===== src/rtl/softex_stream_lane_filler_if.sv =====
// Byte-strobed valid/ready stream bundle shared by the lane filler and its neighbours.
// master drives valid/data/strb and samples ready; slave is the mirror image.
interface hwpe_stream_intf_stream #(
    parameter int unsigned DATA_WIDTH = 256
);
    logic                      valid;
    logic                      ready;
    logic [DATA_WIDTH-1:0]     data;
    logic [DATA_WIDTH/8-1:0]   strb;

    modport master (output valid, output data, output strb, input ready);
    modport slave  (input valid, input data, input strb, output ready);
endinterface


===== src/rtl/softex_stream_lane_filler.sv =====
// Replaces strobed-off bytes with a fill pattern behind a 2-entry skid buffer and flags vector end.
// Optional SOFTEX_LANE_FILL_STATS_EN adds filled_beats_o, a saturating count of partial input beats.
module softex_stream_lane_filler #(
    parameter int unsigned DW     = 256,
    parameter int unsigned FILL_W = 16
) (
    input  logic                  clk_i,
    input  logic                  rst_ni,
    input  logic                  clear_i,
    input  logic [FILL_W-1:0]     fill_i,
    input  logic [31:0]           tot_len_i,
    hwpe_stream_intf_stream.slave  stream_i,
    hwpe_stream_intf_stream.master stream_o,
    output logic                  done_o
`ifdef SOFTEX_LANE_FILL_STATS_EN
    ,
    output logic [31:0]           filled_beats_o
`endif
);

    localparam int NB = int'(DW / 8);
    localparam int FB = int'(FILL_W / 8);

    typedef enum logic [1:0] {
        EMPTY = 2'd0,
        ONE   = 2'd1,
        FULL  = 2'd2
    } state_t;

    state_t          state_q, state_d;
    logic [DW-1:0]   head_q, head_d;
    logic [DW-1:0]   tail_q, tail_d;
    logic [DW-1:0]   filled;
    logic            ready_q;
    logic            out_valid;
    logic            in_hs;
    logic            out_hs;
    logic [31:0]     cnt_q, cnt_d;
    logic            done_q, done_d;

    // Lane i takes the fill byte at the same offset within the repeating fill element.
    always_comb begin
        filled = stream_i.data;
        for (int i = 0; i < NB; i++) begin
            if (!stream_i.strb[i]) begin
                filled[8*i +: 8] = fill_i[8*(i % FB) +: 8];
            end
        end
    end

    assign out_valid = (state_q != EMPTY);
    assign in_hs     = stream_i.valid & ready_q;
    assign out_hs    = out_valid & stream_o.ready;

    always_ff @(posedge clk_i or negedge rst_ni) begin
        if (!rst_ni) begin
            state_q <= EMPTY;
            head_q  <= '0;
            tail_q  <= '0;
            ready_q <= 1'b1;
        end else begin
            state_q <= state_d;
            head_q  <= head_d;
            tail_q  <= tail_d;
            ready_q <= (state_d != FULL);
        end
    end

    // head is always the oldest beat; tail only holds the skid beat while FULL.
    always_comb begin
        state_d = state_q;
        head_d  = head_q;
        tail_d  = tail_q;
        if (clear_i) begin
            state_d = EMPTY;
        end else begin
            unique case (state_q)
                EMPTY: begin
                    if (in_hs) begin
                        head_d  = filled;
                        state_d = ONE;
                    end
                end
                ONE: begin
                    if (in_hs && out_hs) begin
                        head_d = filled;
                    end else if (in_hs) begin
                        tail_d  = filled;
                        state_d = FULL;
                    end else if (out_hs) begin
                        state_d = EMPTY;
                    end
                end
                FULL: begin
                    if (out_hs) begin
                        head_d  = tail_q;
                        state_d = ONE;
                    end
                end
                default: state_d = EMPTY;
            endcase
        end
    end

    always_ff @(posedge clk_i or negedge rst_ni) begin
        if (!rst_ni) begin
            cnt_q  <= '0;
            done_q <= 1'b0;
        end else begin
            cnt_q  <= cnt_d;
            done_q <= done_d;
        end
    end

    // A zero length leaves the counter frozen; the length is re-read on every beat.
    always_comb begin
        cnt_d  = cnt_q;
        done_d = 1'b0;
        if (clear_i) begin
            cnt_d = '0;
        end else if (out_hs && (tot_len_i != 32'd0)) begin
            if (cnt_q == tot_len_i - 32'd1) begin
                cnt_d  = '0;
                done_d = 1'b1;
            end else begin
                cnt_d = cnt_q + 32'd1;
            end
        end
    end

`ifdef SOFTEX_LANE_FILL_STATS_EN
    logic [31:0] stats_q, stats_d;

    always_comb begin
        stats_d = stats_q;
        if (clear_i) begin
            stats_d = '0;
        end else if (in_hs && !(&stream_i.strb) && (stats_q != 32'hFFFF_FFFF)) begin
            stats_d = stats_q + 32'd1;
        end
    end

    always_ff @(posedge clk_i or negedge rst_ni) begin
        if (!rst_ni) begin
            stats_q <= '0;
        end else begin
            stats_q <= stats_d;
        end
    end

    assign filled_beats_o = stats_q;
`endif

    assign stream_i.ready = ready_q;
    assign stream_o.valid = out_valid;
    assign stream_o.data  = head_q;
    assign stream_o.strb  = out_valid ? {NB{1'b1}} : {NB{1'b0}};
    assign done_o         = done_q;

endmodule


===== src/flat_wrapper.sv =====
// flat-port wrapper written by rule: the top's interface ports become plain ports
module softex_stream_lane_filler_flat 
#(
    parameter int unsigned DW     = 256,
    parameter int unsigned FILL_W = 16
)
  (clk_i, rst_ni, clear_i, fill_i, tot_len_i, done_o, stream_i_valid, stream_i_data, stream_i_strb, stream_i_ready, stream_o_valid, stream_o_data, stream_o_strb, stream_o_ready);
  hwpe_stream_intf_stream #(.DATA_WIDTH(DW)) stream_i_i ();
  hwpe_stream_intf_stream #(.DATA_WIDTH(DW)) stream_o_i ();
  input  logic clk_i;
  input  logic rst_ni;
  input  logic clear_i;
  input  logic [FILL_W-1:0] fill_i;
  input  logic [31:0] tot_len_i;
  output logic done_o;
  input wire logic [$bits(stream_i_i.valid)-1:0] stream_i_valid;
  input wire logic [$bits(stream_i_i.data)-1:0] stream_i_data;
  input wire logic [$bits(stream_i_i.strb)-1:0] stream_i_strb;
  output wire logic [$bits(stream_i_i.ready)-1:0] stream_i_ready;
  output wire logic [$bits(stream_o_i.valid)-1:0] stream_o_valid;
  output wire logic [$bits(stream_o_i.data)-1:0] stream_o_data;
  output wire logic [$bits(stream_o_i.strb)-1:0] stream_o_strb;
  input wire logic [$bits(stream_o_i.ready)-1:0] stream_o_ready;
  assign stream_i_i.valid = stream_i_valid;
  assign stream_i_i.data = stream_i_data;
  assign stream_i_i.strb = stream_i_strb;
  assign stream_i_ready = stream_i_i.ready;
  assign stream_o_valid = stream_o_i.valid;
  assign stream_o_data = stream_o_i.data;
  assign stream_o_strb = stream_o_i.strb;
  assign stream_o_i.ready = stream_o_ready;
  softex_stream_lane_filler #(.DW(DW), .FILL_W(FILL_W)) u_core (.clk_i(clk_i), .rst_ni(rst_ni), .clear_i(clear_i), .fill_i(fill_i), .tot_len_i(tot_len_i), .stream_i(stream_i_i), .stream_o(stream_o_i), .done_o(done_o));
endmodule

===== config.mk =====
export PLATFORM = sky130hd
export DESIGN_NAME = softex_stream_lane_filler_flat
export DESIGN_NICKNAME = d
export VERILOG_FILES = /design/src/rtl/softex_stream_lane_filler_if.sv /design/src/rtl/softex_stream_lane_filler.sv /design/src/flat_wrapper.sv
export SDC_FILE = /design/constraint.sdc
export NUM_CORES = 1
export LEC_CHECK = 0
export CAP_MARGIN = 20
export CELL_PAD_IN_SITES_DETAIL_PLACEMENT = 1
export CELL_PAD_IN_SITES_GLOBAL_PLACEMENT = 1
export CORE_MARGIN = 3
export CORE_UTILIZATION = 40
export CTS_CLUSTER_SIZE = 16
export DETAILED_ROUTE_END_ITERATION = 16
export PLACE_DENSITY = 0.94
export SKIP_CTS_REPAIR_TIMING = 1
export SYNTH_ARGS = -nofsm -noshare
export SYNTH_HDL_FRONTEND = slang
export SYNTH_SLANG_ARGS = --single-unit

===== constraint.sdc =====
create_clock -name clk_i -period 5.3 [get_ports clk_i]
set_clock_uncertainty 0.05 [all_clocks]
set_input_delay 0.53 -clock clk_i [delete_from_list [all_inputs] [get_ports clk_i]]
set_output_delay 0.53 -clock clk_i [all_outputs]
set_load 0.01 [all_outputs]

==> results by group <==
Outcome
  – Status: completed

Synth
  – Synthesized area per cell: 8.952 um^2
  – Ys Warns: 0
  – Async SR Flop Fraction: 100.0%
  – Post-Syn Nets: approximately 3300
  – Number of distinct library cells after synthesis: between 60 and 70
  – Synth Instances: approximately 3000
  – Post-synth EDFFs: 0
  – Mapped Area: approximately 26000 um^2
  – Synthesized flop and latch total: approximately 550
  – Sequential cell area fraction in the yosys report: between 50 and 60%
  – Most used flip-flop cell after synthesis: dfrtp_1

Placed design
  – Input/output buffers: between 600 and 700
  – Post-DP HPWL: 73.44 mm
  – Cells after DPL: 4195
  – Routability cong.: ~0.84

Min path
  – Hold Crit Class: reg -> reg
  – Hold path start: u_core.stream_o.data[49]

Final layout
  – # fillers: approximately 7200
  – Layout cells sized above 1: approximately 4.6%
  – Fin cells: around 4300
  – Layout area overhead: 33.28%
  – Nets@finish: 3746

Global route
  – Initial antenna violation count: 32
  – First-pass GRT wire length: between 150 and 200 mm
  – Total gr overflow: 0
  – Pin count of the biggest net entering global routing: 232
  – Global Route Usage Sum: about a third
  – Vias in the first global route: 27736

Timing
  – Final setup TNS: 0 ps
  – Fmax: approximately 240 MHz
  – Hold_ws: ~430 ps
  – Minimum clock period: a little over 4000 ps
  – RSZ-0062 raised after global routing: no
  – Worst slew pin tran: ~1200 ps
  – Relative slew margins: 19.59%
  – Final hold violation count: 0
  – Fin crit share: between 70 and 80%
  – Fin. max-slew vios: 0
  – Final Setup Violations: 0

CTS
  – Clock tree root buffer cell: clkbuf_16
  – Clk sinks: between 500 and 600
  – Num CTS Buffers: 60
  – TritonCTS clock tree: yes
  – Worst-Skew Late Latency: between 600 and 700 ps
  – Clock Tree Buf Depth: 3
  – H-tree depth: 2
  – Reg clk slew, reported paths: 60 ps

Critical path
  – Crit path max fanout: 58
  – Startpoint types: input port
  – Worst setup path startpoint: tot_len_i[3]
  – Critical Path AT: ~4500 ps
  – Critical register-to-register path startpoint: u_core.cnt_q[2]
  – Worst setup path category: in -> reg
  – Reg2reg end: u_core.cnt_q[8]
  – R2R Setup Slk: 1980 ps
  – R2R depth: 9
  – CP Capture Type: flop
  – Req. time, crit path: about 5700 ps
  – Critical path endpoint: u_core.cnt_q[8]

Floorplan
  – Core ar.: roughly 65000 um^2
  – Rows: between 90 and 100
  – I/O pins: 632
  – Die height: 262.9 um
  – Initial Utilization: 40.72%
  – Die width: approximately 260 um
  – Full die area: roughly 69000 um^2

Run
  – Maxcap violations: 0

Drt
  – Average wire per cell in the routed design: about 27 um
  – Vias: around 26000
  – Drt total wl: 115.7 mm
  – Pre-Repair DR Iteration Count: 5
  – DRT iter0 DRCs: 2271
  – Drt drc: 0
  – Post-DRT Antenna Nets: 0
  – Vias per cell: about 6

Power
  – PwrDens: approximately 390 nW/um^2
  – Max IR drop VDD: 0.3192 mV
  – Lkg Pwr: roughly 16 nW
cell type report:
type / count / area (um^2) / share of cell area, %
clock buffers: 95 / 1844 / 5.243
well taps: 855 / 1070 / 3.041
clock inverters: 18 / 310.3 / 0.8822
inverters: 12 / 45.04 / 0.1281
repair buffers: 660 / 6611 / 18.80
diodes: 27 / 67.56 / 0.1921
multi-input cells: 2121 / 11510 / 32.73
flip-flops and latches: 548 / 13710 / 38.99
registers in the layout, summed over array words and instances (netlist names):
| register | count |
|---|---|
| u_core.stream_o.data | 256 |
| u_core.tail_q | 256 |
| u_core.cnt_q | 32 |
| u_core.state_q | 2 |
| u_core.done_o | 1 |
| u_core.stream_i.ready | 1 |
how the worst min path moves through the flow:
stage                                           end  slack (ps)  cells after the start
final                      u_core.stream_o.data[49]         430                      2
after global routing       u_core.stream_o.data[49]         460                      2
after CTS                  u_core.stream_o.data[70]         -70                      1
after detailed placement  u_core.stream_o.data[240]         420                      2
after global placement     u_core.stream_o.data[18]         410                      2
after floorplan                     u_core.cnt_q[0]         180                      0
placed cells by master, fill, tap and decap left out, types with 12 or more instances in the layout:
master	count
nand3_1	15
inv_1	12
mux2i_1	265
clkbuf_8	19
clkdlybuf4s50_1	619
clkbuf_16	61
nor3_1	12
dfrtp_1	547
a221o_1	15
a21oi_1	268
buf_4	18
xnor2_1	27
and3_1	18
o21ai_0	518
clkbuf_1	15
nand2_1	546
nand4_1	18
diode_2	27
nor2_1	295
layer usage:
metal	routed length (um)	vias to the layer above	part of all wire, %	track usage [%]
li1	-	10944	-	-
met1	42720	12980	37	36.65
met2	55500	1133	48	54.02
met3	8488	443	7.3	7.687
met4	8921	10	7.7	21.50
met5	66	-	0.057	0
synthesized netlist by cell type, drive strengths merged (3+ instances only):
library cell	n	area [um^2]
nand4	18	112.6
nand3	16	85.08
or4	8	60.06
o31a	3	26.28
mux2	3	33.78
o31ai	3	22.52
a21o	6	45.04
buf	66	392.9
a21oi	269	1350
nand2b	6	37.54
inv	12	45.04
or2	7	43.79
nor2	296	1111
xnor2	27	236.5
mux2i	265	2653
a221o	15	150.1
a22o	4	35.03
nand2	547	2053
nor4	8	65.06
and3	18	112.6
nor3	15	96.35
and2	7	43.80
nor2b	6	37.54
o21ai	521	2608
and4	3	26.28
or3	7	43.79
dfrtp	547	13690
nor4b	4	50.05
xor2	10	87.58
clkbuf	201	754.5
nand3b	3	22.52
per-stage QoR:
step	worst slack [ps]	util (%)	total power, mW	cell area [um^2]
finish	1211	54.27	13.64	35170
global route	969.0	54.25	14.17	35160
floorplan	2000	-	6.949	26390
global placement	727.2	50.83	8.568	32940
detailed placement	643.9	50.83	8.884	32940
CTS	1285	54.15	13.63	35100
critical path, stage by stage:
cell and delay (ps):
clkdlybuf4s50_1 570, nor4_4 660, nand4_1 220, xnor2_1 190, a2111oi_0 740, nand4_1 250, nor4b_4 430, a21oi_4 90
buf_4 300, and3_1 240, a221o_1 260
power by group:
part | leakage [nW] | total (mW) | switching [mW] | internal (mW)
Combinational | 7.97 | 3.25 | 1.81 | 1.44
Sequential | 6.94 | 5.79 | 0.648 | 5.14
Clock | 1.06 | 4.60 | 1.83 | 2.77
Total | 16.0 | 13.6 | 4.29 | 9.35
cell families after synthesis:
family                   Yosys count  share of synthesized area (%)
AO/OA/AOI/OAI                    841                          16.73
XOR/XNOR                          37                          1.228
adder cells (fa/ha/maj)            2                        0.09481
buffers and inverters            279                          4.518
flip-flops                       548                          51.97
multiplexers                     268                          10.18
AND/OR/NAND/NOR                  973                          15.29
Note: power is estimated with default switching activity, not from simulation.
